===== src/rtl/bg_fetcher.sv =====
// bg_fetcher -- background/window tile fetcher feeding the pixel FIFO.
//
// Walks one 8-pixel tile at a time: map read (TILE), low bit-plane read
// (DLO), high bit-plane read (DHI), then eight pushes into the pixel FIFO
// (PUSH). Each fetch state takes two cycles: a strobe cycle and a data
// cycle, matching the one-cycle VRAM read latency.
//
// Optional feature macro: PPU_FETCH_WINDOW_EN
//   defined   -> win_start switches to window fetching mid-line and
//                pulses fifo_flush.
//   undefined -> background fetching only; win_start, window_line and
//                win_map_sel are ignored and fifo_flush is held low.

package ppu_pkg;
    typedef struct packed {
        logic [1:0] color;
        logic [2:0] palette;
        logic       bg_priority;
        logic       is_sprite;
    } ppu_pixel_t;
endpackage

module bg_fetcher (
    input  logic                clk,
    input  logic                reset,
    input  logic                start,
    input  logic                stop,
    input  logic                win_start,
    input  logic [7:0]          ly,
    input  logic [7:0]          scx,
    input  logic [7:0]          scy,
    input  logic [7:0]          window_line,
    input  logic                bg_map_sel,
    input  logic                win_map_sel,
    input  logic                tile_data_sel,
    output logic                vram_rd,
    output logic [12:0]         vram_addr,
    input  logic [7:0]          vram_rdata,
    output logic                fifo_push,
    output ppu_pkg::ppu_pixel_t fifo_px,
    input  logic [4:0]          fifo_count,
    output logic                fifo_flush,
    output logic                busy
);

    typedef enum logic [2:0] {
        ST_IDLE = 3'd0,
        ST_TILE = 3'd1,
        ST_DLO  = 3'd2,
        ST_DHI  = 3'd3,
        ST_PUSH = 3'd4
    } state_t;

    // ------------------------------------------------------------------
    // State and registered outputs
    // ------------------------------------------------------------------
    state_t              r_state;
    logic                r_phase;       // 0 = strobe cycle, 1 = data cycle
    logic [4:0]          r_fetch_x;     // tile column counter, wraps 31 -> 0
    logic [7:0]          r_tile_no;
    logic [7:0]          r_lo;
    logic [3:0]          r_pix_cnt;     // pixels already issued for this tile
    logic [7:0]          r_hi;
    logic                r_vram_rd;
    logic [12:0]         r_vram_addr;
    logic                r_fifo_push;
    ppu_pkg::ppu_pixel_t r_fifo_px;

    // ------------------------------------------------------------------
    // Address generation
    // ------------------------------------------------------------------
    logic [7:0]  w_bg_y;            // ly + scy, 8-bit wrap
    logic [4:0]  w_fx_inc;          // fetch_x of the next tile
    logic [4:0]  w_bg_col_start;
    logic [4:0]  w_bg_col_inc;
    logic [12:0] w_bg_base;
    logic [12:0] w_bg_addr_start;   // first map address of a BG run
    logic [12:0] w_bg_addr_next;    // BG map address of the following tile
    logic [12:0] w_win_addr_start;  // first map address of a window run
    logic [12:0] w_next_map_addr;   // map address after the 8th push
    logic        w_win_mode;
    logic        w_win_start_ev;    // win_start that is actually honoured
    logic [2:0]  w_line;            // pixel row inside the tile
    logic [7:0]  w_tile_src;
    logic [12:0] w_line_x2;
    logic [12:0] w_tile_lo_addr;
    logic [12:0] w_tile_hi_addr;
    logic        w_fifo_room;
    logic [2:0]  w_pix_sel;
    logic [1:0]  w_pix_color;

    assign w_bg_y          = ly + scy;
    assign w_fx_inc        = r_fetch_x + 5'd1;
    assign w_bg_col_start  = scx[7:3];
    assign w_bg_col_inc    = scx[7:3] + w_fx_inc;
    assign w_bg_base       = bg_map_sel ? 13'h1C00 : 13'h1800;
    assign w_bg_addr_start = w_bg_base + {3'b000, w_bg_y[7:3], w_bg_col_start};
    assign w_bg_addr_next  = w_bg_base + {3'b000, w_bg_y[7:3], w_bg_col_inc};

    // Fine-scroll bits only matter to the pixel pipeline, not the fetcher.
    logic w_unused_scx;
    assign w_unused_scx = &{1'b0, scx[2:0]};

`ifdef PPU_FETCH_WINDOW_EN
    logic        r_win;             // 1 = fetching window tiles
    logic        r_fifo_flush;
    logic [12:0] w_win_base;
    logic [12:0] w_win_addr_next;

    assign w_win_base       = win_map_sel ? 13'h1C00 : 13'h1800;
    assign w_win_addr_start = w_win_base + {3'b000, window_line[7:3], 5'd0};
    assign w_win_addr_next  = w_win_base + {3'b000, window_line[7:3], w_fx_inc};
    assign w_win_mode       = r_win;
    assign w_win_start_ev   = win_start && (r_state != ST_IDLE);
    assign w_next_map_addr  = r_win ? w_win_addr_next : w_bg_addr_next;
    assign w_line           = r_win ? window_line[2:0] : w_bg_y[2:0];

    // Window mode flag and the one-cycle FIFO flush that accompanies a switch
    always_ff @(posedge clk or posedge reset) begin
        if (reset) begin
            r_win        <= 1'b0;
            r_fifo_flush <= 1'b0;
        end else begin
            r_fifo_flush <= 1'b0;
            if (stop) begin
                r_win <= r_win;
            end else if (start) begin
                r_win <= 1'b0;
            end else if (w_win_start_ev) begin
                r_win        <= 1'b1;
                r_fifo_flush <= 1'b1;
            end
        end
    end

    assign fifo_flush = r_fifo_flush;
`else
    // Background-only build: window inputs have no effect.
    logic w_unused_win;
    assign w_unused_win     = &{1'b0, win_start, window_line, win_map_sel};
    assign w_win_addr_start = 13'h0000;
    assign w_win_mode       = 1'b0;
    assign w_win_start_ev   = 1'b0;
    assign w_next_map_addr  = w_bg_addr_next;
    assign w_line           = w_bg_y[2:0];
    assign fifo_flush       = 1'b0;
`endif

    // The tile number arrives on vram_rdata at the end of TILE; afterwards
    // it is taken from the register.
    assign w_tile_src = (r_state == ST_TILE) ? vram_rdata : r_tile_no;
    assign w_line_x2  = {9'd0, w_line, 1'b0};

    // Unsigned addressing from 0x0000, or signed tile number around 0x1000.
    assign w_tile_lo_addr = tile_data_sel
                          ? ({1'b0, w_tile_src, 4'b0000} + w_line_x2)
                          : (13'h1000 + {w_tile_src[7], w_tile_src, 4'b0000} + w_line_x2);
    assign w_tile_hi_addr = w_tile_lo_addr + 13'd1;

    assign w_fifo_room = (fifo_count <= 5'd8);

    // Leftmost pixel comes from bit 7 of both planes.
    assign w_pix_sel   = 3'd7 - r_pix_cnt[2:0];
    assign w_pix_color = {r_hi[w_pix_sel], r_lo[w_pix_sel]};

    function automatic ppu_pkg::ppu_pixel_t make_px(input logic [1:0] color);
        ppu_pkg::ppu_pixel_t px;
        px       = '0;
        px.color = color;
        return px;
    endfunction

    // ------------------------------------------------------------------
    // Fetch state machine with registered VRAM and FIFO outputs
    // ------------------------------------------------------------------
    always_ff @(posedge clk or posedge reset) begin
        if (reset) begin
            r_state     <= ST_IDLE;
            r_phase     <= 1'b0;
            r_fetch_x   <= 5'd0;
            r_tile_no   <= 8'h00;
            r_lo        <= 8'h00;
            r_hi        <= 8'h00;
            r_pix_cnt   <= 4'd0;
            r_vram_rd   <= 1'b0;
            r_vram_addr <= 13'h0000;
            r_fifo_push <= 1'b0;
            r_fifo_px   <= '0;
        end else begin
            r_vram_rd   <= 1'b0;
            r_fifo_push <= 1'b0;

            if (stop) begin
                r_state   <= ST_IDLE;
                r_phase   <= 1'b0;
                r_pix_cnt <= 4'd0;
            end else if (start) begin
                // Restart the line in BG mode; the current tile is dropped.
                r_state     <= ST_TILE;
                r_phase     <= 1'b0;
                r_pix_cnt   <= 4'd0;
                r_fetch_x   <= 5'd0;
                r_vram_rd   <= 1'b1;
                r_vram_addr <= w_bg_addr_start;
            end else if (w_win_start_ev) begin
                // Switch to the window; the current tile is dropped.
                r_state     <= ST_TILE;
                r_phase     <= 1'b0;
                r_pix_cnt   <= 4'd0;
                r_fetch_x   <= 5'd0;
                r_vram_rd   <= 1'b1;
                r_vram_addr <= w_win_addr_start;
            end else begin
                case (r_state)
                    ST_IDLE: begin
                        r_phase <= 1'b0;
                    end

                    ST_TILE: begin
                        if (!r_phase) begin
                            r_phase <= 1'b1;
                        end else begin
                            r_phase     <= 1'b0;
                            r_tile_no   <= vram_rdata;
                            r_state     <= ST_DLO;
                            r_vram_rd   <= 1'b1;
                            r_vram_addr <= w_tile_lo_addr;
                        end
                    end

                    ST_DLO: begin
                        if (!r_phase) begin
                            r_phase <= 1'b1;
                        end else begin
                            r_phase     <= 1'b0;
                            r_lo        <= vram_rdata;
                            r_state     <= ST_DHI;
                            r_vram_rd   <= 1'b1;
                            r_vram_addr <= w_tile_hi_addr;
                        end
                    end

                    ST_DHI: begin
                        if (!r_phase) begin
                            r_phase <= 1'b1;
                        end else begin
                            // High plane is on vram_rdata now, so the first
                            // pixel can go out on the first PUSH cycle.
                            r_phase <= 1'b0;
                            r_hi    <= vram_rdata;
                            r_state <= ST_PUSH;
                            if (w_fifo_room) begin
                                r_fifo_push <= 1'b1;
                                r_fifo_px   <= make_px({vram_rdata[7], r_lo[7]});
                                r_pix_cnt   <= 4'd1;
                            end else begin
                                r_pix_cnt   <= 4'd0;
                            end
                        end
                    end

                    ST_PUSH: begin
                        if (r_pix_cnt == 4'd8) begin
                            // Eighth pixel is on the bus this cycle.
                            r_state     <= ST_TILE;
                            r_phase     <= 1'b0;
                            r_pix_cnt   <= 4'd0;
                            r_fetch_x   <= w_fx_inc;
                            r_vram_rd   <= 1'b1;
                            r_vram_addr <= w_next_map_addr;
                        end else if ((r_pix_cnt != 4'd0) || w_fifo_room) begin
                            // Occupancy only gates the first pixel of a tile.
                            r_fifo_push <= 1'b1;
                            r_fifo_px   <= make_px(w_pix_color);
                            r_pix_cnt   <= r_pix_cnt + 4'd1;
                        end
                    end

                    default: begin
                        r_state <= ST_IDLE;
                        r_phase <= 1'b0;
                    end
                endcase
            end
        end
    end

    // Mode flag only steers address selection; keep it referenced in both builds.
    logic w_unused_mode;
    assign w_unused_mode = &{1'b0, w_win_mode};

    assign vram_rd   = r_vram_rd;
    assign vram_addr = r_vram_addr;
    assign fifo_push = r_fifo_push;
    assign fifo_px   = r_fifo_px;
    assign busy      = (r_state != ST_IDLE);

endmodule


===== config.mk =====
export PLATFORM = sky130hd
export DESIGN_NAME = bg_fetcher
export DESIGN_NICKNAME = d
export VERILOG_FILES = /design/src/rtl/bg_fetcher.sv
export SDC_FILE = /design/constraint.sdc
export NUM_CORES = 1
export LEC_CHECK = 0
export ABC_CLOCK_PERIOD_IN_PS = 2700
export BUFFER_PORTS_ARGS = -buffer_cell sky130_fd_sc_hd__clkbuf_2
export CORE_MARGIN = 2
export CORE_UTILIZATION = 54
export DETAILED_ROUTE_END_ITERATION = 16
export MAX_ROUTING_LAYER = met4
export PLACE_DENSITY_LB_ADDON = 0.25
export SLEW_MARGIN = 20
export SYNTH_ARGS = -nofsm -noshare
export SYNTH_HDL_FRONTEND = slang
export SYNTH_SLANG_ARGS = --single-unit

===== constraint.sdc =====
create_clock -name clk -period 2.7 [get_ports clk]
set_input_delay 0 -clock clk [delete_from_list [all_inputs] [get_ports clk]]
set_output_delay 0 -clock clk [all_outputs]
set_load 0.1 [all_outputs]

==> results of run 1 <==
==> flip-flops by register name, summed over array words and instances (netlist names) <==
| register | count |
|---|---|
| r_tile_no | 8 |
| fifo_push | 1 |
| vram_rd | 1 |
| r_state | 3 |
| vram_addr | 13 |
| r_pix_cnt | 4 |
| r_phase | 1 |
| r_hi | 8 |
| r_lo | 8 |
| r_fetch_x | 5 |
| fifo_px | 2 |
==> placed cells by master (no fill, tap or decap), types with 7 or more instances in the layout <==
| master | synthesis | final |
|---|---|---|
| a21oi_1 | 24 | 24 |
| buf_4 | 7 | 9 |
| clkbuf_2 | 0 | 57 |
| dfrtp_1 | 54 | 54 |
| dlygate4sd3_1 | 0 | 10 |
| ha_1 | 14 | 14 |
| inv_1 | 13 | 12 |
| mux2_2 | 28 | 28 |
| nand2_1 | 22 | 22 |
| nand3_1 | 10 | 10 |
| nor2_1 | 22 | 22 |
| nor2b_1 | 7 | 7 |
| nor3_1 | 8 | 8 |
| o21ai_0 | 18 | 18 |
==> per-layer routing <==
metal / track usage [%] / up-vias / routed length (microns) / share of wire, %
met1: 32.4 / 1296 / 3540 / 47
met5: - / - / 0 / 0
met3: 4.02 / 13 / 287 / 3.8
met2: 38.6 / 59 / 3640 / 48
li1: - / 1320 / - / -
met4: 6.23 / 0 / 100 / 1.3
==> Yosys cell counts (all sizes together), types with 2 or more instances <==
master	count	area, sq um
nand2b	4	25.0
o221ai	3	26.3
nor3	8	40.0
nor3b	3	27.5
inv	13	48.8
nor2b	7	43.8
mux2	30	345
nand3b	6	45.0
and3	2	12.5
ha	14	175
a31oi	6	37.5
a21o	6	45.0
mux2i	2	20.0
clkbuf	6	22.5
dfrtp	54	1350
mux4	4	90.1
nand2	22	82.6
xor2	6	52.6
and3b	2	17.5
or3	2	12.5
o21bai	2	15.0
a22o	2	17.5
a41oi	2	17.5
o21ai	20	104
buf	15	105
fa	2	40.0
nor2	24	105
a211oi	6	45.0
o31ai	3	22.5
a21oi	24	120
nand3	10	50.1
xnor2	6	52.6
a22oi	2	15.0
==> report_power, final <==
group / internal (mW) / switching (mW)
clock network: 0.184 / 0.282
registers: 0.866 / 0.0444
logic: 0.180 / 0.498
==> worst register-to-register path, cell delays in order, from the launching register on <==
cell	delay, ps
dfrtp_1	440
ha_1	280
xor2_1	170
ha_1	310
nor2b_1	160
o21a_1	180
or3_1	350
a311o_1	350
a31o_2	240
==> cells by family (layout without fill, tap and decap cells) <==
family | Yosys count | count (layout) | synth area share [%]
buffers and inverters | 34 | 97 | 5.29
and+or+nand+nor | 96 | 96 | 15.2
xor gates and xnor gates | 12 | 12 | 3.15
other | 1 | 6 | 0.113
DFF | 54 | 54 | 40.6
AOI/OAI and AO/OA | 82 | 82 | 15.5
muxes | 36 | 36 | 13.7
adders and majority gates | 16 | 16 | 6.46
==> worst max-delay path by stage <==
stage / from / end / slack (ps)
finish: r_fetch_x[0] / vram_addr[4] / 130
global route: r_fetch_x[0] / vram_addr[4] / 80
CTS: r_fetch_x[0] / vram_addr[4] / 160
detailed placement: r_fetch_x[0] / vram_addr[4] / 180
global placement: r_fetch_x[0] / vram_addr[4] / 260
floorplan: r_fetch_x[0] / vram_addr[4] / 310
==> repair_timing <==
item	in CTS	in global routing
hold buffers	10	0
setup endpoints to repair	0	0
endpoints found under the hold margin	54	0
==> area by class of cell <==
type,instances,area share [%]
Inverter,13,1.27
Tap cell,75,2.43
Clock inverter,2,0.357
Sequential cell,54,35.0
Timing Repair Buffer,76,11.7
Clock buffer,6,1.88
Multi-Input combinational cell,248,47.3
==> summary.md, run 1 <==
| Metric | Value |
|---|---|
| Final #Nets | `467` |
| Cells after synthesis | `331` |
| Vias in the first global route | `2661` |
| Actual slew at the worst max-slew pin | `691 ps` |
| Area Growth Syn to Fin | `15.7%` |
| # fillers | `497` |
| Total GRT Usage | `24.2%` |
| Post-synth cell types | `53` |
| Die Span X | `82.6 microns` |
| Share of cells above drive strength 1 | `28.8%` |
| Period minus WS final | `2570 ps` |
| Sequential cell area | `0.00135 sq mm` |
| Fin crit share | `95.2%` |
| Placed cell count | `456` |
| DR WL/cell | `16.0 microns` |
| Pre-Repair DR Iteration Count | `4` |
| Ys async rst share | `100%` |
| GRT overflow | `0` |
| Final instance area | `0.00386 sq mm` |
| Crit path max-delay cell type | `dfrtp_1` |
| Clk_skew | `6.16 ps` |
| Diode count | `0` |
| Cts bufs inserted | `5` |
| DRT Wirelength | `7560 microns` |
| Worst path depth | `8` |
| Area of the multi-input gates | `0.00182 sq mm` |
| Initial Util | `55.9%` |
| H-tree depth | `2` |
| Max Clk Rate | `0.389 GHz` |
| Die span in y | `82.6 microns` |
| Crit end category | `register` |
| Peak supply drop | `454 uV` |
| Largest net degree at the start of global routing | `33` |
| Tot Pwr | `2.06 mW` |
| Worst EP arrival | `2790 ps` |
| CP max FO | `4` |
| Antenna violations before repair | `0` |
| CTS tree | `built` |
| Register area share after synthesis | `40.6%` |
| Drt drc | `0` |
| CP Buf/Inv Count | `0` |
| Setup TNS | `0 ps` |
| Layout Utilization | `64.7%` |
| Most used cell, CP | `ha_1` |
| Layout Cells excl Fill | `474` |
| Post-synth EDFFs | `0` |
| WHS Endpoint | `r_state[0]` |
| Worst Hold Class | `in -> reg` |
| CTS max path bufs | `2` |
| First-pass GRT wire length | `12300 microns` |
| CP cell instances | `ha_1, xor2_1, ha_1, nor2b_1, o21a_1, or3_1, a311o_1, a31o_2` |
| Final hold viol count | `0` |
| Vias per cell | `5.67` |
| Setup Fix Bufs, Post-CTS | `0` |
| DRT antenna net count | `0` |
| R2r setup slk | `130 ps` |
| Gpl congestion | `0.887` |
| Post-synthesis register bit count | `54` |
| Hold WS | `18.7 ps` |
| Synth Area per Inst | `10.1 sq um` |
| Max-Cap Viols | `0` |
| Resize count post-CTS | `0` |
| Port bufs | `57` |
| Worst skew pair latency | `320 ps` |
| Critical Path RT | `2910 ps` |
| Synth warn | `0` |
| Status | `completed` |
| CTS sink cnt | `54` |
| Reg clk slew, reported paths | `100 ps` |
| Final setup margin | `128 ps` |
| Post-synth top flop | `dfrtp_1` |
| Crit-path leading delay family | `compound AO/OA/AOI/OAI gates` |
| RSZ-0062 raised after global routing | `false` |
| PwrDens | `533 mW/mm^2` |
| Post-Syn Area | `0.00333 sq mm` |
| Rows | `28` |
| Core ar. | `0.00596 sq mm` |
| CTS root buf | `clkbuf_8` |
| Vias | `2688` |
| Hold-critical path depth | `2` |
| # setup viols final | `0` |
| Worst r2r src | `r_fetch_x[0]` |
| Slowest Stage Delay on Critical Path | `440 ps` |
| Critical path class | `reg -> reg` |
| DP Area | `0.00367 sq mm` |
| R2r endpoint | `vram_addr[4]` |
| Worst slack, placed | `183 ps` |
| Hold path start | `stop` |
| Worst rel slew slack | `53.9%` |
| LEAKAGE | `1.90 nW` |
| 1st-iter DRT viols | `148` |
| Detailed Place HPWL | `5560 microns` |
| Slew Limit Fails | `0` |
| Num ports | `77` |
| Die ar. | `0.00681 sq mm` |
| Crit path launch type | `register` |
| R2R depth | `8` |
Note: power is estimated with default switching activity, not from simulation.
==> inputs of run 2 (changes only) <==
--- a/config.mk
+++ b/config.mk
@@ -12,6 +12,7 @@
 export DETAILED_ROUTE_END_ITERATION = 16
 export MAX_ROUTING_LAYER = met4
 export PLACE_DENSITY_LB_ADDON = 0.25
+export RECOVER_POWER = 25
 export SLEW_MARGIN = 20
 export SYNTH_ARGS = -nofsm -noshare
 export SYNTH_HDL_FRONTEND = slang
==> run 2 against run 1 <==
Global-route usage unchanged; sequential power about the same; cell count unchanged; worst hold slack got worse by 0.78 ps; largest cell class unchanged.
==> summary.md, run 2 (same netlist as run 1, synthesis figures left out) <==
| Metric | Value |
|---|---|
| 1st-iter DRT viols | `148` |
| Actual slew at the worst max-slew pin | `1240 ps` |
| Combinational power share | `33.0%` |
| CTS sink cnt | `54` |
| Vias in the first global route | `2661` |
| Clk_skew | `6.24 ps` |
| Worst Hold Class | `in -> reg` |
| Pre-Repair DR Iteration Count | `4` |
| R2R depth | `8` |
| Peak supply drop | `454 uV` |
| R2r endpoint | `vram_addr[4]` |
| Final hold viol count | `0` |
| Max-Cap Viols | `0` |
| Max Clk Rate | `0.389 GHz` |
| WHS Endpoint | `r_state[0]` |
| CP max FO | `4` |
| Gpl congestion | `0.887` |
| Crit path launch type | `register` |
| Num ports | `77` |
| Critical path class | `reg -> reg` |
| Clock power share | `22.7%` |
| PwrDens | `533 mW/mm^2` |
| Worst r2r src | `r_fetch_x[0]` |
| Hold path start | `stop` |
| Sw frac | `40.1%` |
| Vias | `2693` |
| Worst EP arrival | `2790 ps` |
| Int Power | `1.23 mW` |
| Diode count | `0` |
| R2r setup slk | `130 ps` |
| Critical Path RT | `2910 ps` |
| Crit end category | `register` |
| # setup viols final | `0` |
| Crit path max-delay cell type | `dfrtp_1` |
| Flop pwr share | `44.3%` |
| Status | `completed` |
| DR WL/cell | `15.9 microns` |
| CP cell instances | `ha_1, xor2_1, ha_1, nor2b_1, o21a_1, or3_1, a311o_1, a31o_2` |
| Setup TNS | `0 ps` |
| Core ar. | `0.00596 sq mm` |
| Hold-fix buffers at CTS | `10` |
| Hold-critical path depth | `2` |
| Slowest Stage Delay on Critical Path | `440 ps` |
| Most used cell, CP | `ha_1` |
| Net Sw Power | `0.824 mW` |
| Period minus WS final | `2570 ps` |
| Area Growth Syn to Fin | `15.7%` |
| H-tree depth | `2` |
| Antenna violations before repair | `0` |
| CTS max path bufs | `2` |
| CTS root buf | `clkbuf_8` |
| Total GRT Usage | `24.2%` |
| Rows | `28` |
| Commonest non-fill, non-tap cells in the layout | `clkbuf_2 (57), dfrtp_1 (54), mux2_2 (28)` |
| Worst slack, placed | `183 ps` |
| Port bufs | `57` |
| Final setup margin | `128 ps` |
| Final instance area | `0.00386 sq mm` |
| Slew Limit Fails | `0` |
| # fillers | `497` |
| Detailed Place HPWL | `5560 microns` |
| Largest net degree at the start of global routing | `33` |
| Fin crit share | `95.2%` |
| Setup Fix Bufs, Post-CTS | `0` |
| Share of cells above drive strength 1 | `28.6%` |
| Resize count post-CTS | `0` |
| First-pass GRT wire length | `12300 microns` |
| Vias per cell | `5.68` |
| Die span in y | `82.6 microns` |
| GRT overflow | `0` |
| Hold WS | `17.9 ps` |
| Reg clk slew, reported paths | `100 ps` |
| DRT antenna net count | `0` |
| Initial Util | `55.9%` |
| DP Area | `0.00367 sq mm` |
| Worst rel slew slack | `16.9%` |
| LEAKAGE | `1.90 nW` |
| RSZ-0062 raised after global routing | `false` |
| Max reg flops | `13` |
| DRT Wirelength | `7550 microns` |
| Die Span X | `82.6 microns` |
| CTS tree | `built` |
| Cts bufs inserted | `5` |
| Drt drc | `0` |
| Commonest non-fill, non-tap cell in the layout | `clkbuf_2` |
| Layout Cells excl Fill | `474` |
| Placed cell count | `456` |
| Die ar. | `0.00681 sq mm` |
| Worst skew pair latency | `320 ps` |
| Final #Nets | `467` |
## run 2: critical path, delay by kind of cell (launching register included)
family | cells | cell delay [ps]
AO/OA/AOI/OAI | 3 | 770
XOR/XNOR | 1 | 170
adder cells (fa/ha/maj) | 2 | 590
flip-flops | 1 | 440
AND/OR/NAND/NOR | 2 | 510
## run 2: power groups by stage
stage | combinational [mW] | sequential (mW) | clock [mW]
CTS | 0.681 | 0.910 | 0.470
finish | 0.678 | 0.911 | 0.466
global placement | 0.657 | 0.922 | 0
detailed placement | 0.668 | 0.925 | 0
global route | 0.729 | 0.918 | 0.507
floorplan | 0.280 | 1.18 | 0
## run 2: per-layer routing
metal / up-vias / share of wire, % / track usage, %
met4: 0 / 1.3 / 6.23
met3: 13 / 3.8 / 4.02
met2: 59 / 48 / 38.6
met1: 1301 / 47 / 32.4
met5: - / 0 / -
li1: 1320 / - / -
## run 2: how the worst max path moves through the flow
stage                       from  cells past startpoint           end  slack (ps)
detailed placement  r_fetch_x[0]                      8  vram_addr[4]         180
global placement    r_fetch_x[0]                      8  vram_addr[4]         260
CTS                 r_fetch_x[0]                      8  vram_addr[4]         160
floorplan           r_fetch_x[0]                      8  vram_addr[4]         310
global route        r_fetch_x[0]                      8  vram_addr[4]          80
finish              r_fetch_x[0]                      8  vram_addr[4]         130
## run 2: through the flow
stage / util, % / power, mW
after floorplan: - / 1.46
after global placement: 61.6 / 1.58
after detailed placement: 61.6 / 1.59
after CTS: 64.7 / 2.06
after global routing: 64.7 / 2.15
final: 64.7 / 2.05
## run 2: final cells by class
type                    instances  area [sq um]  area share, %
flip-flops and latches         54          1350           35.0
clock buffers                   6          72.6           1.88
well taps                      75          93.8           2.43
repair buffers                 76           453           11.7
clock inverters                 2          13.8          0.357
multi-input cells             248          1820           47.3
inverters                      13          48.8           1.27
==> inputs of run 3 (changes only) <==
--- a/config.mk
+++ b/config.mk
@@ -8,7 +8,8 @@
 export ABC_CLOCK_PERIOD_IN_PS = 2700
 export BUFFER_PORTS_ARGS = -buffer_cell sky130_fd_sc_hd__clkbuf_2
 export CORE_MARGIN = 2
-export CORE_UTILIZATION = 54
+export CORE_UTILIZATION = 45
+export CTS_CLUSTER_SIZE = 40
 export DETAILED_ROUTE_END_ITERATION = 16
 export MAX_ROUTING_LAYER = met4
 export PLACE_DENSITY_LB_ADDON = 0.25
==> run 3 against run 2 <==
Clock power up 24%; utilization is 10 points lower; die area up 19%; clock-buffer cell count fell by 1; combinational power hardly changed; global-route usage decreased by 4.8 points; power rose by 5.3%; final area up 2.0%; first-iteration DRC count rose by 36%.
==> summary.md, run 3 (same netlist as run 1, synthesis figures left out) <==
| Metric | Value |
|---|---|
| Slew Limit Fails | `0` |
| Share of cells above drive strength 1 | `28.4%` |
| DR WL/cell | `14.7 microns` |
| CTS sink cnt | `54` |
| Die Span X | `90.1 microns` |
| Setup TNS | `0 ps` |
| Gpl congestion | `0.827` |
| H-tree depth | `2` |
| Largest net degree at the start of global routing | `31` |
| Reg clk slew, reported paths | `100 ps` |
| Layout Utilization | `54.5%` |
| Max Clk Rate | `0.395 GHz` |
| First-pass GRT wire length | `12600 microns` |
| Clk_skew | `5.83 ps` |
| Final hold viol count | `0` |
| Num ports | `77` |
| Die ar. | `0.00811 sq mm` |
| Total GRT Usage | `19.4%` |
| Max-Cap Viols | `0` |
| Core ar. | `0.00721 sq mm` |
| Pre-Repair DR Iteration Count | `4` |
| Detailed Place HPWL | `5460 microns` |
| Actual slew at the worst max-slew pin | `1160 ps` |
| CTS tree | `built` |
| Final instance area | `0.00393 sq mm` |
| PwrDens | `550 mW/mm^2` |
| Antenna violations before repair | `0` |
| DP Area | `0.00371 sq mm` |
| Worst rel slew slack | `22.9%` |
| Vias | `2669` |
| DRT antenna net count | `0` |
| LEAKAGE | `1.91 nW` |
| GRT overflow | `0` |
| Status | `completed` |
| CTS max path bufs | `2` |
| Fin crit share | `93.8%` |
| Cts bufs inserted | `5` |
| CP max FO | `4` |
| Final #Nets | `469` |
| Drt drc | `0` |
| Worst skew pair latency | `320 ps` |
| Port bufs | `57` |
| Hold WS | `14.3 ps` |
| Hold-fix buffers at CTS | `11` |
| # setup viols final | `0` |
| CTS root buf | `clkbuf_8` |
| Die span in y | `90.1 microns` |
| Max reg flops | `13` |
| Worst EP arrival | `2750 ps` |
| Diode count | `0` |
| Critical Path RT | `2920 ps` |
| Rows | `31` |
| Crit end category | `register` |
| RSZ-0062 raised after global routing | `false` |
| Commonest non-fill, non-tap cell in the layout | `clkbuf_2` |
| Vias in the first global route | `2594` |
| Critical path class | `reg -> reg` |
| Area Growth Syn to Fin | `18.0%` |
| Peak supply drop | `358 uV` |
| Initial Util | `46.2%` |
| Crit path launch type | `register` |
| Worst Hold Class | `in -> reg` |
| Tot Pwr | `2.16 mW` |
| Setup Fix Bufs, Post-CTS | `0` |
| Vias per cell | `5.34` |
| DRT Wirelength | `7330 microns` |
| Commonest non-fill, non-tap cells in the layout | `clkbuf_2 (55), dfrtp_1 (54), mux2_2 (28)` |
| Resize count post-CTS | `0` |
| 1st-iter DRT viols | `201` |
| Period minus WS final | `2530 ps` |
## run 3: changes by cell type in the layout (fill, tap and decap cells not counted), sizes merged
cell / change
clkinv: -2
buf: +1
bufinv: +1
clkbuf: -1
clkinvlp: +1
dlygate4sd3: +1
inv: +1
## run 3: critical path, stage by stage (launching register included)
cell	delay [ps]
dfrtp_1	440
ha_1	270
xor2_1	160
ha_1	310
nor2b_1	160
o21a_1	170
or3_1	340
a311o_1	350
a31o_2	240
## run 3: worst paths after layout
| check | cells after the start | start | slack (ps) | end |
|---|---|---|---|---|
| setup / recovery | 8 | r_fetch_x[0] | 170 | vram_addr[4] |
| hold / removal | 3 | scx[4] | 10 | vram_addr[1] |
| setup reg to reg | 8 | r_fetch_x[0] | 170 | vram_addr[4] |
| hold reg to reg | 1 | r_tile_no[6] | 510 | r_tile_no[6] |
| max in group asynchronous | 4 | reset | 1230 | r_tile_no[0] |
| min in group asynchronous | 3 | reset | 500 | r_tile_no[7] |
## run 3: report_power, final
group	switching [mW]	internal, mW	total [mW]
Sequential	0.0423	0.866	0.909
Combinational	0.496	0.181	0.677
Clock	0.294	0.283	0.577
Total	0.833	1.33	2.16
## run 3: stage by stage
step / worst slack [ps] / std cells
floorplan: 312 / 336
global placement: 249 / 481
detailed placement: 205 / 481
CTS: 197 / 500
global route: 65.8 / 500
finish: 166 / 500
## run 3: layer usage
layer,vias up,GRT usage [%],part of all wire [%]
met5,-,-,0
met4,0,4.62,1.0
met3,6,2.43,3.3
met2,53,31.2,48
met1,1288,26.4,48
li1,1322,-,-
## run 3: final cells by class
class | instances | area, sq um
sequential | 54 | 1350
tap | 99 | 124
fill | 683 | 3280
multi-input combinational | 248 | 1820
inverter | 13 | 48.8
clock buffer | 5 | 68.8
timing repair buffer | 78 | 468
clock inverter | 3 | 48.8
